<file path="src/rtl/csa_accum_if.sv">
// Handshake bundle for csa_accum_seq: job start, operand beats and result return.
// The ovf signal exists only when CSA_ACC_OVF_EN is defined.
interface csa_accum_if #(
    parameter int unsigned W     = 32,
    parameter int unsigned CNT_W = 8
);
    logic             start;
    logic [CNT_W-1:0] num_ops;
    logic             in_valid;
    logic             in_ready;
    logic [W-1:0]     in_a;
    logic [W-1:0]     in_b;
    logic             out_valid;
    logic             out_ready;
    logic [W-1:0]     out_sum;
    logic             busy;
`ifdef CSA_ACC_OVF_EN
    logic             ovf;
`endif

    // Producer/consumer side.
    modport master (
        output start, num_ops, in_valid, in_a, in_b, out_ready,
`ifdef CSA_ACC_OVF_EN
        input  ovf,
`endif
        input  in_ready, out_valid, out_sum, busy
    );

    // Accumulator side.
    modport slave (
        input  start, num_ops, in_valid, in_a, in_b, out_ready,
`ifdef CSA_ACC_OVF_EN
        output ovf,
`endif
        output in_ready, out_valid, out_sum, busy
    );
endinterface

</file>
<file path="src/rtl/csa_accum_seq.sv">
// Multi-operand accumulator: running total kept as carry-save (S,C) via a 4:2 compressor,
// resolved by one carry-propagate add. Optional overflow flag under CSA_ACC_OVF_EN.
module csa_accum_seq #(
    parameter int unsigned W     = 32,
    parameter int unsigned CNT_W = 8
) (
    input  logic        clk,
    input  logic        rst_n,
    csa_accum_if.slave  bus
);

`ifdef CSA_ACC_OVF_EN
    // Wide enough that 2*(2^CNT_W-1) operands of W bits never lose a carry.
    localparam int unsigned IW = W + CNT_W + 1;
`else
    localparam int unsigned IW = W;
`endif

    typedef enum logic [1:0] {
        ST_IDLE    = 2'd0,
        ST_ACCUM   = 2'd1,
        ST_RESOLVE = 2'd2,
        ST_DONE    = 2'd3
    } state_e;

    state_e           state_q, state_d;
    logic [IW-1:0]    s_q, s_d;
    logic [IW-1:0]    c_q, c_d;
    logic [CNT_W-1:0] cnt_q, cnt_d;
    logic [CNT_W-1:0] nops_q, nops_d;
    logic [W-1:0]     sum_q, sum_d;
    logic             in_ready_q, in_ready_d;
    logic             out_valid_q, out_valid_d;
    logic             busy_q, busy_d;
`ifdef CSA_ACC_OVF_EN
    logic             ovf_q, ovf_d;
`endif

    logic [IW-1:0]    op_a, op_b;
    logic [IW-1:0]    fa1_s;
    logic [IW-2:0]    fa1_c;
    logic [IW-1:0]    fa2_cin;
    logic [IW-2:0]    fa2_c;
    logic [IW-1:0]    cmp_s, cmp_c;
    logic [IW-1:0]    total;
    logic [CNT_W-1:0] cnt_inc;
    logic             accept;

    // Per-bit 4:2 compressor: two chained full adders, lateral carry into bit 0 is zero.
    always_comb begin
        op_a    = IW'(bus.in_a);
        op_b    = IW'(bus.in_b);
        fa1_s   = s_q ^ c_q ^ op_a;
        fa1_c   = (s_q[IW-2:0] & c_q[IW-2:0]) | (s_q[IW-2:0] & op_a[IW-2:0])
                | (c_q[IW-2:0] & op_a[IW-2:0]);
        fa2_cin = {fa1_c, 1'b0};
        cmp_s   = fa1_s ^ op_b ^ fa2_cin;
        fa2_c   = (fa1_s[IW-2:0] & op_b[IW-2:0]) | (fa1_s[IW-2:0] & fa2_cin[IW-2:0])
                | (op_b[IW-2:0] & fa2_cin[IW-2:0]);
        cmp_c   = {fa2_c, 1'b0};
    end

    assign total   = s_q + c_q;
    assign cnt_inc = cnt_q + CNT_W'(1);
    assign accept  = in_ready_q & bus.in_valid;

    // Next-state and registered-output logic.
    always_comb begin
        state_d     = state_q;
        s_d         = s_q;
        c_d         = c_q;
        cnt_d       = cnt_q;
        nops_d      = nops_q;
        sum_d       = sum_q;
        in_ready_d  = 1'b0;
        out_valid_d = 1'b0;
`ifdef CSA_ACC_OVF_EN
        ovf_d       = ovf_q;
`endif
        case (state_q)
            ST_IDLE: begin
                if (bus.start) begin
                    nops_d = bus.num_ops;
                    s_d    = '0;
                    c_d    = '0;
                    cnt_d  = '0;
`ifdef CSA_ACC_OVF_EN
                    ovf_d  = 1'b0;
`endif
                    if (bus.num_ops == '0) begin
                        state_d = ST_RESOLVE;
                    end else begin
                        state_d    = ST_ACCUM;
                        in_ready_d = 1'b1;
                    end
                end
            end
            ST_ACCUM: begin
                in_ready_d = 1'b1;
                if (accept) begin
                    s_d   = cmp_s;
                    c_d   = cmp_c;
                    cnt_d = cnt_inc;
                    if (cnt_inc == nops_q) begin
                        state_d    = ST_RESOLVE;
                        in_ready_d = 1'b0;
                    end
                end
            end
            ST_RESOLVE: begin
                sum_d       = total[W-1:0];
`ifdef CSA_ACC_OVF_EN
                ovf_d       = |total[IW-1:W];
`endif
                state_d     = ST_DONE;
                out_valid_d = 1'b1;
            end
            ST_DONE: begin
                if (bus.out_ready) begin
                    state_d = ST_IDLE;
                end else begin
                    out_valid_d = 1'b1;
                end
            end
            default: begin
                state_d = ST_IDLE;
            end
        endcase
        busy_d = (state_d != ST_IDLE);
    end

    always_ff @(posedge clk or negedge rst_n) begin
        if (!rst_n) begin
            state_q     <= ST_IDLE;
            s_q         <= '0;
            c_q         <= '0;
            cnt_q       <= '0;
            nops_q      <= '0;
            sum_q       <= '0;
            in_ready_q  <= 1'b0;
            out_valid_q <= 1'b0;
            busy_q      <= 1'b0;
`ifdef CSA_ACC_OVF_EN
            ovf_q       <= 1'b0;
`endif
        end else begin
            state_q     <= state_d;
            s_q         <= s_d;
            c_q         <= c_d;
            cnt_q       <= cnt_d;
            nops_q      <= nops_d;
            sum_q       <= sum_d;
            in_ready_q  <= in_ready_d;
            out_valid_q <= out_valid_d;
            busy_q      <= busy_d;
`ifdef CSA_ACC_OVF_EN
            ovf_q       <= ovf_d;
`endif
        end
    end

    assign bus.in_ready  = in_ready_q;
    assign bus.out_valid = out_valid_q;
    assign bus.out_sum   = sum_q;
    assign bus.busy      = busy_q;
`ifdef CSA_ACC_OVF_EN
    assign bus.ovf       = ovf_q;
`endif

endmodule

</file>
<file path="src/flat_wrapper.sv">
// flat-port wrapper written by rule: the top's interface ports become plain ports
module csa_accum_seq_flat 
#(
    parameter int unsigned W     = 32,
    parameter int unsigned CNT_W = 8
)
  (clk, rst_n, bus_start, bus_num_ops, bus_in_valid, bus_in_a, bus_in_b, bus_out_ready, bus_in_ready, bus_out_valid, bus_out_sum, bus_busy);
  csa_accum_if #(.W(W), .CNT_W(CNT_W)) bus_i ();
  input  logic clk;
  input  logic rst_n;
  input wire logic [$bits(bus_i.start)-1:0] bus_start;
  input wire logic [$bits(bus_i.num_ops)-1:0] bus_num_ops;
  input wire logic [$bits(bus_i.in_valid)-1:0] bus_in_valid;
  input wire logic [$bits(bus_i.in_a)-1:0] bus_in_a;
  input wire logic [$bits(bus_i.in_b)-1:0] bus_in_b;
  input wire logic [$bits(bus_i.out_ready)-1:0] bus_out_ready;
  output wire logic [$bits(bus_i.in_ready)-1:0] bus_in_ready;
  output wire logic [$bits(bus_i.out_valid)-1:0] bus_out_valid;
  output wire logic [$bits(bus_i.out_sum)-1:0] bus_out_sum;
  output wire logic [$bits(bus_i.busy)-1:0] bus_busy;
  assign bus_i.start = bus_start;
  assign bus_i.num_ops = bus_num_ops;
  assign bus_i.in_valid = bus_in_valid;
  assign bus_i.in_a = bus_in_a;
  assign bus_i.in_b = bus_in_b;
  assign bus_i.out_ready = bus_out_ready;
  assign bus_in_ready = bus_i.in_ready;
  assign bus_out_valid = bus_i.out_valid;
  assign bus_out_sum = bus_i.out_sum;
  assign bus_busy = bus_i.busy;
  csa_accum_seq #(.W(W), .CNT_W(CNT_W)) u_core (.clk(clk), .rst_n(rst_n), .bus(bus_i));
endmodule
</file>
<file path="config.mk">
export PLATFORM = sky130hd
export DESIGN_NAME = csa_accum_seq_flat
export DESIGN_NICKNAME = d
export VERILOG_FILES = /design/src/rtl/csa_accum_if.sv /design/src/rtl/csa_accum_seq.sv /design/src/flat_wrapper.sv
export SDC_FILE = /design/constraint.sdc
export NUM_CORES = 1
export LEC_CHECK = 0
export BUFFER_PORTS_ARGS = -buffer_cell sky130_fd_sc_hd__buf_2
export CORE_AREA = 2 2 127 129
export CTS_CLUSTER_DIAMETER = 40
export DETAILED_ROUTE_END_ITERATION = 7
export DIE_AREA = 0 0 129 131
export GPL_ROUTABILITY_DRIVEN = 0
export PLACE_DENSITY = 0.73
export RECOVER_POWER = 100
export SYNTH_ARGS = -nofsm -noshare
export SYNTH_HDL_FRONTEND = slang
export SYNTH_SLANG_ARGS = --single-unit
export TNS_END_PERCENT = 1
</file>
<file path="constraint.sdc">
create_clock -name clk -period 2.56 [get_ports clk]
set_input_delay 0.768 -clock clk [delete_from_list [all_inputs] [get_ports clk]]
set_output_delay 0.768 -clock clk [all_outputs]
set_load 0.005 [all_outputs]
</file>
==> results.py <==
metrics = {
    "critical_path": {
        "cp_data_required_time_ns": 2.88,
        "crit-reg2reg-launch": "u_core.c_q[8]",
        "r2r_end": "u_core.bus.out_sum[25]",
        "critPathKind": "flop to flop",
        "critPathArrivalTime_ns": 2.79,
        "path_max_fanout": 5,
        "cp-start-kind": "flop",
        "endpoint_kind": "flop",
        "rrSetupSlack_ns": 0.09,
        "r2r.worst_path.cells": 7,
    },
    "synthesis": {
        "yosys_warnings": 0,
        "ys_ff_latch": 116,
        "yosysTopAreaCell": "dfrtp_1",
        "synthCells": 770,
        "yosysMostFrequentCell": "nand2_1",
        "synth_fp_nets": 941,
        "syn_area_um2": 7586,
        "syn_area_per_cell_um2": 9.852,
        "ys_seq_area_share_pct": 38.26,
        "synth_top_area_share_pct": 38.26,
        "synth_cell_type_count": 55,
        "ys.flop_type": "dfrtp_1",
        "synth_edf_count": 0,
        "ys_top_cells_by_count": "nand2_1, dfrtp_1, o21ai_0, fa_1, nor2_1",
        "async_flop_share_pct": 100.0,
        "synthTopCellsByArea": "dfrtp_1, fa_1, nand2_1, o21ai_0, ha_1",
    },
    "clocking": {
        "root_buffer": "clkbuf_16",
        "cts_tree": "done",
        "cts-hold-fix-buffers": 0,
        "cts_setup_buffers": 0,
        "cts_buffer_depth": 2,
        "cts_inserted_buffers": 17,
        "cts.sinks": 116,
        "clk_latency_ns": 0.43,
        "ctsResizeCount": 0,
        "clk_transition_reported_paths_ns": 0.06,
        "htreeDepth": 4,
    },
    "detailed_routing": {
        "postRouteAntennaNets": 0,
        "totalWireLength_mm": 18.69,
        "wl_per_cell_um": 16.74,
        "drt_first_pass_iters": 5,
        "post-route-drc-count": 0,
        "drt-initial-drc-count": 386,
        "vias_per_cell": 5.544,
        "vias": 6187,
    },
    "layout": {
        "num_antenna_cells": 0,
        "area_growth_pct": 19.64,
        "fillers": 1359,
        "regArea_um2": 2904,
        "multiInputGateArea_um2": 4574,
        "nets": 1058,
        "drive_gt1_share_pct": 18.56,
        "fin_util_pct": 58.19,
    },
    "global_route": {
        "grt_usage_pct": 23.55,
        "grt_first_pass_wirelength_mm": 30.54,
        "antenna_found_initial": 0,
        "grt_overflow": 0,
        "grt_max_degree": 66,
        "grt_pass1_vias": 6076,
    },
    "power_and_ir_drop": {
        "power_mw": 12.06,
        "p_leak_nw": 4.122,
        "ir_drop_mv": 0.5865,
        "p_per_area_nw_per_um2": 1328,
    },
    "run": {
        "cap_violations": 0,
    },
    "sta": {
        "finalCritPeriodShare_pct": 96.49,
        "slew_violations": 0,
        "finClkSkew_ns": 0.006000,
        "fmaxAchievable_ghz": 0.4048,
        "fin_setup_tns_ns": 0,
        "worst_pin_slew_ns": 1.490,
        "setup_violations": 0,
        "rsz0062_at_grt": "true",
        "period_needed_ns": 2.470,
        "slew-limit-headroom_pct": 0.6784,
        "hold_violations": 0,
    },
    "floorplanning": {
        "rows": 46,
        "dieHeight_um": 131,
        "io_pins": 112,
        "die_area_um2": 16900,
        "start_util_pct": 48.64,
        "dieWidth_um": 129,
        "design.core.area_um2": 15600,
    },
    "outcome": {
        "outcome": "complete, no violations",
    },
    "placement": {
        "portBuffers": 111,
        "dp_hpwl_mm": 13.99,
    },
    "worst_hold_path": {
        "min_path_type": "primary input to asynchronous set/reset pin",
    },
}
==> worst max path at each step <==
| stage | start | endpoint | slack (ns) |
|---|---|---|---|
| 3_3_place_gp | u_core.c_q[1] | u_core.bus.out_sum[27] | 0.15 |
| 2_1_floorplan | u_core.c_q[1] | u_core.bus.out_sum[27] | 0.17 |
| 4_1_cts | u_core.c_q[1] | u_core.bus.out_sum[27] | 0.06 |
| 6_report | u_core.c_q[8] | u_core.bus.out_sum[25] | 0.09 |
| 3_5_place_dp | u_core.c_q[1] | u_core.bus.out_sum[27] | 0.07 |
| 5_1_grt | u_core.c_q[8] | u_core.bus.out_sum[25] | -0.04 |
==> cell type report <==
cell class / count / area share, %
Sequential cell: 116 / 32.00
Multi-Input combinational cell: 611 / 50.40
Timing Repair Buffer: 130 / 7.182
Clock buffer: 19 / 4.990
Clock inverter: 13 / 1.999
Inverter: 11 / 0.4549
Tap cell: 216 / 2.978
==> worst max-delay path: stages (launching register included) <==
cell and delay, ns:
dfrtp_1 0.42, ha_1 0.37, and3_1 0.21, and2_1 0.23, a2111oi_4 0.49, nor3_1 0.11, or3_1 0.32, a31o_1 0.21
==> logic make-up (layout without fill, tap and decap cells) <==
family                     after synthesis  count (layout)  share of synthesized area [%]
DFF                                    116             116                          38.26
adders and majority gates               94              94                          21.54
AOI/OAI and AO/OA                      222             222                          18.52
and+or+nand+nor                        254             254                          14.58
buffers and inverters                   43             173                          2.128
xor gates and xnor gates                34              34                          3.926
muxes                                    7               7                          1.039
==> report_power, final <==
group / switching (mW) / leakage (nW) / internal, mW
Clock: 0.889 / 0.309 / 1.67
Sequential: 0.671 / 1.49 / 2.51
Combinational: 3.61 / 2.32 / 2.70
Total: 5.17 / 4.12 / 6.89
==> layer usage <==
metal	share of wire [%]	track usage (%)	vias up
li1	-	-	2951
met2	46	36.48	186
met3	5.6	5.619	31
met1	46	32.73	3019
met4	2.2	8.376	0
met5	0	0	-
==> through the flow <==
stage	hold WS [ns]	cell area, um^2	cells	worst slack (ns)
after CTS	0.1487	9126	1116	0.06402
final	0.2235	9076	1116	0.08990
after global placement	0.4563	8492	1084	0.1475
after detailed placement	0.4602	8492	1084	0.06658
after floorplan	0.4647	7586	770	0.1707
after global routing	0.2503	9076	1116	-0.04180
==> state kept, by name, summed over array words and instances (netlist names) <==
register and flops:
u_core.bus.out_sum 32, u_core.bus.out_valid 1, u_core.cnt_q 8, u_core.bus.busy 1, u_core.s_q 32, u_core.bus.in_ready 1, u_core.c_q 31, u_core.nops_q 8
u_core.state_q 2
==> cells in the final DEF, fill, tap and decap left out, types with 20 or more instances in the layout <==
cell      Yosys  layout
fa_1         61      60
xor2_1       20      20
dfrtp_1     116     115
a22o_1       23      23
nor2_1       36      34
ha_1         33      31
buf_2         0      90
clkbuf_1     29      23
o21ai_0      99      98
nand2_1     153     153
a21oi_1      33      31
Power figures use the tool's default switching activity.
